--- config.mk ---
export PLATFORM = sky130hd
export DESIGN_NAME = button_pulse_gen
export DESIGN_NICKNAME = d
export VERILOG_FILES = /design/src/rtl/button_pulse_gen.sv
export SDC_FILE = /design/constraint.sdc
export NUM_CORES = 1
export LEC_CHECK = 0
export ABC_AREA = 1
export BUFFER_PORTS_ARGS = -buffer_cell sky130_fd_sc_hd__buf_4
export CAP_MARGIN = 20
export CORE_ASPECT_RATIO = 0.9
export CORE_MARGIN = 2
export CORE_UTILIZATION = 35
export DETAILED_ROUTE_END_ITERATION = 8
export PLACE_DENSITY = 0.5
export SLEW_MARGIN = 20
export SYNTH_ARGS = -nofsm -noshare
export SYNTH_HDL_FRONTEND = slang
export SYNTH_SLANG_ARGS = --single-unit
export TNS_END_PERCENT = 1
--- constraint.sdc ---
create_clock -name clock -period 1.66 [get_ports clock]
set_input_delay 0.083 -clock clock [delete_from_list [all_inputs] [get_ports clock]]
set_output_delay 0.083 -clock clock [all_outputs]
set_load 0.02 [all_outputs]
--- src/rtl/button_pulse_gen.sv ---
// button_pulse_gen: turns one raw, bouncing pushbutton into clean one-cycle
// strobes. Chain: 2-flop synchronizer -> integrating debouncer -> edge pulses
// -> hold-to-repeat FSM. press_pulse drives the downstream counter enable.
module button_pulse_gen #(
    parameter int DEBOUNCE_CYCLES = 50000,
    parameter int REPEAT_DELAY    = 25000000,
    parameter int REPEAT_PERIOD   = 5000000,
    parameter int REPEAT_EN       = 1,
    parameter int BTN_ACTIVE_LOW  = 1
) (
    input  logic clock,
    input  logic reset_n,
    input  logic btn_raw,
    output logic press_pulse,
    output logic release_pulse,
    output logic btn_state,
    output logic held
);

    localparam int CNT_W   = (DEBOUNCE_CYCLES > 2) ? $clog2(DEBOUNCE_CYCLES) : 1;
    localparam int TMR_MAX = (REPEAT_DELAY > REPEAT_PERIOD) ? REPEAT_DELAY : REPEAT_PERIOD;
    localparam int TMR_W   = (TMR_MAX > 2) ? $clog2(TMR_MAX) : 1;

    localparam logic [CNT_W-1:0] CNT_LAST    = CNT_W'(DEBOUNCE_CYCLES - 1);
    localparam logic [TMR_W-1:0] DELAY_LAST  = TMR_W'(REPEAT_DELAY - 1);
    localparam logic [TMR_W-1:0] PERIOD_LAST = TMR_W'(REPEAT_PERIOD - 1);

    typedef enum logic [1:0] {
        ST_IDLE   = 2'd0,
        ST_DELAY  = 2'd1,
        ST_REPEAT = 2'd2
    } state_t;

    logic             r_s1;
    logic             r_s2;
    logic [CNT_W-1:0] r_cnt;
    logic             r_btn_state;
    logic             r_press;
    logic             r_release;
    logic             r_held;
    logic [TMR_W-1:0] r_timer;
    state_t           r_state;

    logic w_pressed;
    logic w_commit;
    logic w_rise;
    logic w_fall;
    logic w_rep_due;

    // Everything downstream of the pin works in "1 = pressed" polarity.
    assign w_pressed = (BTN_ACTIVE_LOW != 0) ? ~btn_raw : btn_raw;

    // The debounced level flips on the edge where the mismatch run completes;
    // rise/fall are that same edge, so pulses and FSM moves line up with it.
    assign w_commit = (r_s2 != r_btn_state) && (r_cnt == CNT_LAST);
    assign w_rise   = w_commit & r_s2;
    assign w_fall   = w_commit & ~r_s2;

    // A repeat is due when the running timer reaches the end of its interval.
    assign w_rep_due = ((r_state == ST_DELAY)  && (r_timer == DELAY_LAST)) ||
                       ((r_state == ST_REPEAT) && (r_timer == PERIOD_LAST));

    // Two-flop synchronizer for the asynchronous pin; resets to not-pressed.
    always_ff @(posedge clock or negedge reset_n) begin
        if (!reset_n) begin
            r_s1 <= 1'b0;
            r_s2 <= 1'b0;
        end else begin
            r_s1 <= w_pressed;
            r_s2 <= r_s1;
        end
    end

    // Integrating debouncer: any sample agreeing with the current level restarts the count.
    always_ff @(posedge clock or negedge reset_n) begin
        if (!reset_n) begin
            r_cnt       <= '0;
            r_btn_state <= 1'b0;
        end else if (r_s2 == r_btn_state) begin
            r_cnt <= '0;
        end else if (r_cnt == CNT_LAST) begin
            r_btn_state <= r_s2;
            r_cnt       <= '0;
        end else begin
            r_cnt <= r_cnt + CNT_W'(1);
        end
    end

    // Edge pulses and hold-to-repeat FSM; release takes priority over a due repeat.
    always_ff @(posedge clock or negedge reset_n) begin
        if (!reset_n) begin
            r_state   <= ST_IDLE;
            r_timer   <= '0;
            r_press   <= 1'b0;
            r_release <= 1'b0;
            r_held    <= 1'b0;
        end else begin
            r_press   <= w_rise | (w_rep_due & ~w_fall);
            r_release <= w_fall;
            case (r_state)
                ST_IDLE: begin
                    r_timer <= '0;
                    r_held  <= 1'b0;
                    if (w_rise && (REPEAT_EN != 0)) begin
                        r_state <= ST_DELAY;
                    end
                end
                ST_DELAY: begin
                    if (w_fall) begin
                        r_state <= ST_IDLE;
                        r_timer <= '0;
                        r_held  <= 1'b0;
                    end else if (r_timer == DELAY_LAST) begin
                        r_state <= ST_REPEAT;
                        r_timer <= '0;
                        r_held  <= 1'b1;
                    end else begin
                        r_timer <= r_timer + TMR_W'(1);
                    end
                end
                ST_REPEAT: begin
                    if (w_fall) begin
                        r_state <= ST_IDLE;
                        r_timer <= '0;
                        r_held  <= 1'b0;
                    end else if (r_timer == PERIOD_LAST) begin
                        r_timer <= '0;
                    end else begin
                        r_timer <= r_timer + TMR_W'(1);
                    end
                end
                default: begin
                    r_state <= ST_IDLE;
                    r_timer <= '0;
                    r_held  <= 1'b0;
                end
            endcase
        end
    end

    assign press_pulse   = r_press;
    assign release_pulse = r_release;
    assign btn_state     = r_btn_state;
    assign held          = r_held;

endmodule

# Yosys cells after proc, flatten, opt, wreduce, memory -nomap -nowiden
# Cells that the tools add are included.
[op_classes] mux=16 n_reduce_logical=8 n_bitwise=8 n_eq_ne=10 n_addsub=2
[op_table] cell="$mux W25" count=4
[op_table] cell="$pmux W25 S2" count=1
[op_table] cell="$mux W16" count=2
[op_table] cell="$add A25 B1 Y25 const B" count=1
[op_table] cell="$eq A25 B23 Y1 const B" count=1
[op_table] cell="$eq A25 B25 Y1 const B" count=1
[op_table] cell="$add A16 B1 Y16 const B" count=1
[op_table] cell="$eq A16 B16 Y1 const B" count=1
[op_table] cell="$mux W2" count=4
[op_table] cell="$pmux W2 S3" count=1
[op_table] cell="$ne A2 B2 Y1 const B" count=2
[op_table] cell="$not A1 Y1" count=4
[op_table] cell="$reduce_and A2 Y1" count=2
[op_table] cell="$and A1 B1 Y1" count=3
[op_table] cell="$logic_and A1 B1 Y1" count=3
[op_table] cell="$mux W1" count=3
[op_table] cell="$ne A3 B2 Y1 const B" count=1
[op_table] cell="$reduce_and A3 Y1" count=1
[op_table] cell="$eq A2 B1 Y1 const B" count=1
[op_table] cell="$eq A2 B2 Y1 const B" count=1
[op_table] cell="$logic_not A2 Y1" count=1
[op_table] cell="$pmux W1 S2" count=1
[op_table] cell="$eq A1 B1 Y1" count=1
[op_table] cell="$logic_or A1 B1 Y1" count=1
[op_table] cell="other kinds (2)" count=2
[word_totals] register_bits=49 elab_cells=53 in_bits=3 output_inout_bits=4

# Logic depth before layout (Yosys ltp)
[depth] depth_word=6 mapped_depth=12 depth_no_buf=11

# Least setup slack after synthesis
# OpenSTA, ideal clock, no wires.
[synth_path] path_type="reg-to-reg" from="register r_timer[0]" to="register r_timer[14]" path_stages_with_launch=12 arrival_time_ns=1.490 t_required_ns=1.540 setup_ns=0.120 period_less_slack_ns=1.609 slack_ns=0.051 path_buffers=1 cell_sequence="dfrtp_1 > ha_1 > nand2_1 > nor2_4 > nand3_2 > nor2_1 > nand2_1 > nand3_2 > nand2_2 > nand2_4 > buf_12 > nor2_1"
[synth_between] elab_chain_cells=4 elab_cells_between_ends=8 cone_classes="add/sub (1); eq/ne (2); mux (5)"
[synth_lines] item="start, declared" line_no="41" rtl="logic [TMR_W-1:0] r_timer;"
[synth_lines] item="start signal, assigned" line_no="118" rtl="r_timer <= r_timer + TMR_W'(1);"
[synth_lines] item="start signal, assigned" line_no="129" rtl="r_timer <= r_timer + TMR_W'(1);"
[synth_lines] item="$add A25 B1 Y25, or another cell as far along" line_no="118, 129"
[synth_lines] item="$mux W25 (on tied branches)" line_no="126, 113"
[synth_lines] item="$mux W25 (on tied branches)" line_no="122, 109"
[synth_lines] item="$pmux W25 S2 *" line_no="100" rtl="case (r_state)"
# Mark *: on every way between the ends. The rest lies on a longest branch, timed or not.
# A chain may end at the register's enable or synchronous reset.

# Worst setup path after layout
[layout_path] from="register r_cnt[10]" to="register r_timer[17]"
[layout_between] elab_chain_cells=5 elab_cells_between_ends=6 cone_classes="eq/ne (1); mux (3); bitwise (1); reduce/logical (1)"
[layout_lines] item="start, declared" line_no="36" rtl="logic [CNT_W-1:0] r_cnt;"
[layout_lines] item="start signal, assigned" line_no="85" rtl="r_cnt <= r_cnt + CNT_W'(1);"
[layout_lines] item="$eq A16 B16 Y1 *" line_no="55" rtl="assign w_commit = (r_s2 != r_btn_state) && (r_cnt == CNT_LAST);"
[layout_lines] item="$logic_and A1 B1 Y1 *" line_no="55"
[layout_lines] item="$and A1 B1 Y1 *" line_no="57" rtl="assign w_fall = w_commit & ~r_s2;"
[layout_lines] item="$mux W25 (on tied branches)" line_no="122, 109"
[layout_lines] item="$pmux W25 S2 *" line_no="100"
# Marks and branches as above.

==> flow_metrics.env <==
export IMPL_finish_utilization_pct=41.81
export IMPL_switching_share_pct=21.98
export IMPL_syn_area_um2=2858
export IMPL_pre_cts_ws_ns=0.01718
export IMPL_p_int_uw=1521
export IMPL_end_kind="register"
export IMPL_layout_nets=419
export IMPL_cts_sinks=49
export IMPL_fin_crit_ns=1.606
export IMPL_grt_pass1_wl_um=10740
export IMPL_maxClockFrequency_mhz=622.7
export IMPL_syn_avg_cell_area_um2=7.560
export IMPL_fp_dieH_um=89.73
export IMPL_drv_slew=0
export IMPL_antenna_found_initial=0
export IMPL_io_pins=7
export IMPL_cp_start_kind="register"
export IMPL_clk_path_buf_depth=2
export IMPL_total_power_uw=1949
export IMPL_grt_usage_pct=14.82
export IMPL_row_count=31
export IMPL_crit_fanout=14
export IMPL_power_net_switching_uw=428.5
export IMPL_ys_ff_latch=49
export IMPL_grt_pass1_vias=2290
export IMPL_cts_clk_slew_worst_paths_ns=0.09
export IMPL_status="completed"
export IMPL_synthDistinctLibCells=27
export IMPL_crit_start="r_cnt[10]"
export IMPL_timing_rr_start="r_cnt[10]"
export IMPL_ir_drop_mv=0.3286
export IMPL_synthCells=378
export IMPL_post_dp_cell_area_um2=3159
export IMPL_worstPathArrival_ns=1.79
export IMPL_coreArea_um2=7990
export IMPL_pwr_density_cell_nw_per_um2=583.5
export IMPL_comb_power_share_pct=3.1
export IMPL_reg2regPathDepth=11
export IMPL_final_area_um2=3341
export IMPL_vias=2395
export IMPL_leakage_uw=0.001461
export IMPL_critPathRequiredTime_ns=1.85
export IMPL_tritoncts="yes"
export IMPL_hold_viol=0
export IMPL_yosysSeqAreaShare_pct=42.91
export IMPL_post_route_period_util_pct=96.75
export IMPL_rsz0062_at_grt="true"
export IMPL_dp_hpwl_um=4698
export IMPL_final_cell_mix="82 x nand2_1, 61 x nor2_1, 51 x inv_1"
export IMPL_ant_nets=0
export IMPL_setup_ws_ns=0.05396
export IMPL_drc_errors=0
export IMPL_endpoint="r_timer[17]"
export IMPL_grt_start_max_net_pins=50
export IMPL_clock_latency_ns=0.30
export IMPL_cts_buffers=5
export IMPL_htreeDepth=2
export IMPL_fillers=828
export IMPL_initial_core_util_pct=35.77
export IMPL_clock_power_share_pct=35.0
export IMPL_layout_drive_gt1_share_pct=17.96
export IMPL_r2r_end="r_timer[17]"
export IMPL_cts_root_buf="clkbuf_8"
export IMPL_hold_class="in2async"
export IMPL_viasPerCell=4.687
export IMPL_relSlewSlack_pct=57.31
export IMPL_seqPwrFrac_pct=61.9
export IMPL_drt_total_wl_um=6324
export IMPL_portBuffers=6
export IMPL_max_slew_worst_pin_slew_ns=0.6404
export IMPL_layout_commonest_cell="nand2_1"
export IMPL_setup_violations=0
export IMPL_path_class="reg2reg"
export IMPL_die_area_um2=8905
export IMPL_skew_ns=0.01080
export IMPL_wl_per_cell_um=12.38
export IMPL_synth_net_count=386
export IMPL_drtIter0Drc=165
export IMPL_gp_congestion=0.8741
export IMPL_dr_pass1_iters=4
export IMPL_syn2layout_area_growth_pct=16.90
export IMPL_die_w_um=99.25
export IMPL_ys_warn_count=0
export IMPL_cap_violations=0
export IMPL_grt_overflow=0
export IMPL_diodes=0
export IMPL_rrSetupSlack_ns=0.05
[registers in the layout (all words and copies together), names as in the netlist]
register       count
r_timer           25
r_s1               1
btn_state          1
press_pulse        1
r_cnt             16
release_pulse      1
held               1
r_state            2
r_s2               1
[critical path, cell delays in order, from the launching register on]
cell and delay, ns:
dfrtp_1 0.40, nor2_1 0.18, nand2_2 0.11, nor2_4 0.17, nand3_4 0.11, nand2_4 0.09, inv_2 0.03, nand2_2 0.05
nand2_2 0.07, nand2_4 0.09, buf_12 0.15, nor2_1 0.05
[power groups by stage]
stage / logic (uW) / clock network (uW) / registers [uW]
finish: 60.7 / 682 / 1210
global route: 70.9 / 762 / 1210
CTS: 63.0 / 724 / 1210
detailed placement: 59.1 / 0 / 1230
global placement: 58.5 / 0 / 1230
floorplan: 19.9 / 0 / 1230
[metrics by stage]
step,hold slack [ns],instances,TNS (ns)
6_report,0.3535,511,0
5_1_grt,0.3813,511,-1.015
4_1_cts,0.3733,510,0
3_5_place_dp,0.1559,500,0
3_3_place_gp,0.1496,500,0
2_1_floorplan,-0.2126,378,0
[synthesized netlist by cell type]
library cell / count / area [um2]
xor2_1: 13 / 113.9
a21oi_1: 7 / 35.03
nand2_2: 3 / 18.77
nand3_2: 3 / 30.03
o21ai_0: 5 / 25.02
inv_2: 2 / 7.510
nand2_4: 2 / 22.52
buf_12: 1 / 20.02
nor2_4: 1 / 11.26
inv_1: 52 / 195.2
o211ai_1: 1 / 7.510
nand4_1: 5 / 31.28
buf_8: 1 / 15.01
nor3_4: 1 / 16.27
ha_1: 5 / 62.56
nor3_1: 19 / 95.09
nand3_1: 27 / 135.1
nor2_2: 15 / 93.84
o21a_1: 2 / 15.01
o21ai_2: 1 / 8.760
xnor2_1: 7 / 61.31
nor3b_1: 1 / 7.510
nor2_1: 65 / 244.0
nand3_4: 1 / 17.52
nand2_1: 86 / 322.8
nor4_1: 3 / 18.77
dfrtp_1: 49 / 1226
[cell type report]
| cell class | count | area (um2) | area share (%) |
|---|---|---|---|
| well taps | 99 | 123.9 | 3.708 |
| inverters | 54 | 202.7 | 6.067 |
| clock buffers | 8 | 80.08 | 2.397 |
| repair buffers | 28 | 240.2 | 7.191 |
| flip-flops and latches | 49 | 1226 | 36.70 |
| multi-input cells | 273 | 1468 | 43.93 |
[worst min-delay path by stage]
stage               startpoint         to  slack, ns  depth (start not counted)
floorplan              reset_n  btn_state      -0.21                          0
global placement       reset_n   r_cnt[5]       0.15                          1
detailed placement     reset_n   r_cnt[4]       0.16                          1
CTS                       r_s1       r_s2       0.37                          0
global route              r_s1       r_s2       0.38                          0
finish                 reset_n       r_s1       0.35                          2
[metal layers]
layer,vias to the layer above,global-route usage [%],part of all wire (%)
met4,0,3.082,0.49
met1,1105,22.22,51
met3,2,2.799,4.6
met2,49,22.24,44
met5,-,0,0
li1,1239,-,-
[timing repair]
action | 4_1_cts | 5_1_grt
setup buffers | 0 | 1
hold endpoints to repair | 50 | 0
gates resized for setup | 1 | 19
hold buffers | 2 | 0
setup endpoints to repair | 1 | 34
[cells by family after synthesis]
group                      Yosys count  synth area share [%]
DFF                                 49                 42.91
AOI/OAI and AO/OA                   16                 3.196
xor gates and xnor gates            20                 6.130
adders and majority gates            5                 2.189
buffers and inverters               56                 8.319
and+or+nand+nor                    232                 37.26
No activity file was read; power rests on OpenSTA's default activity.
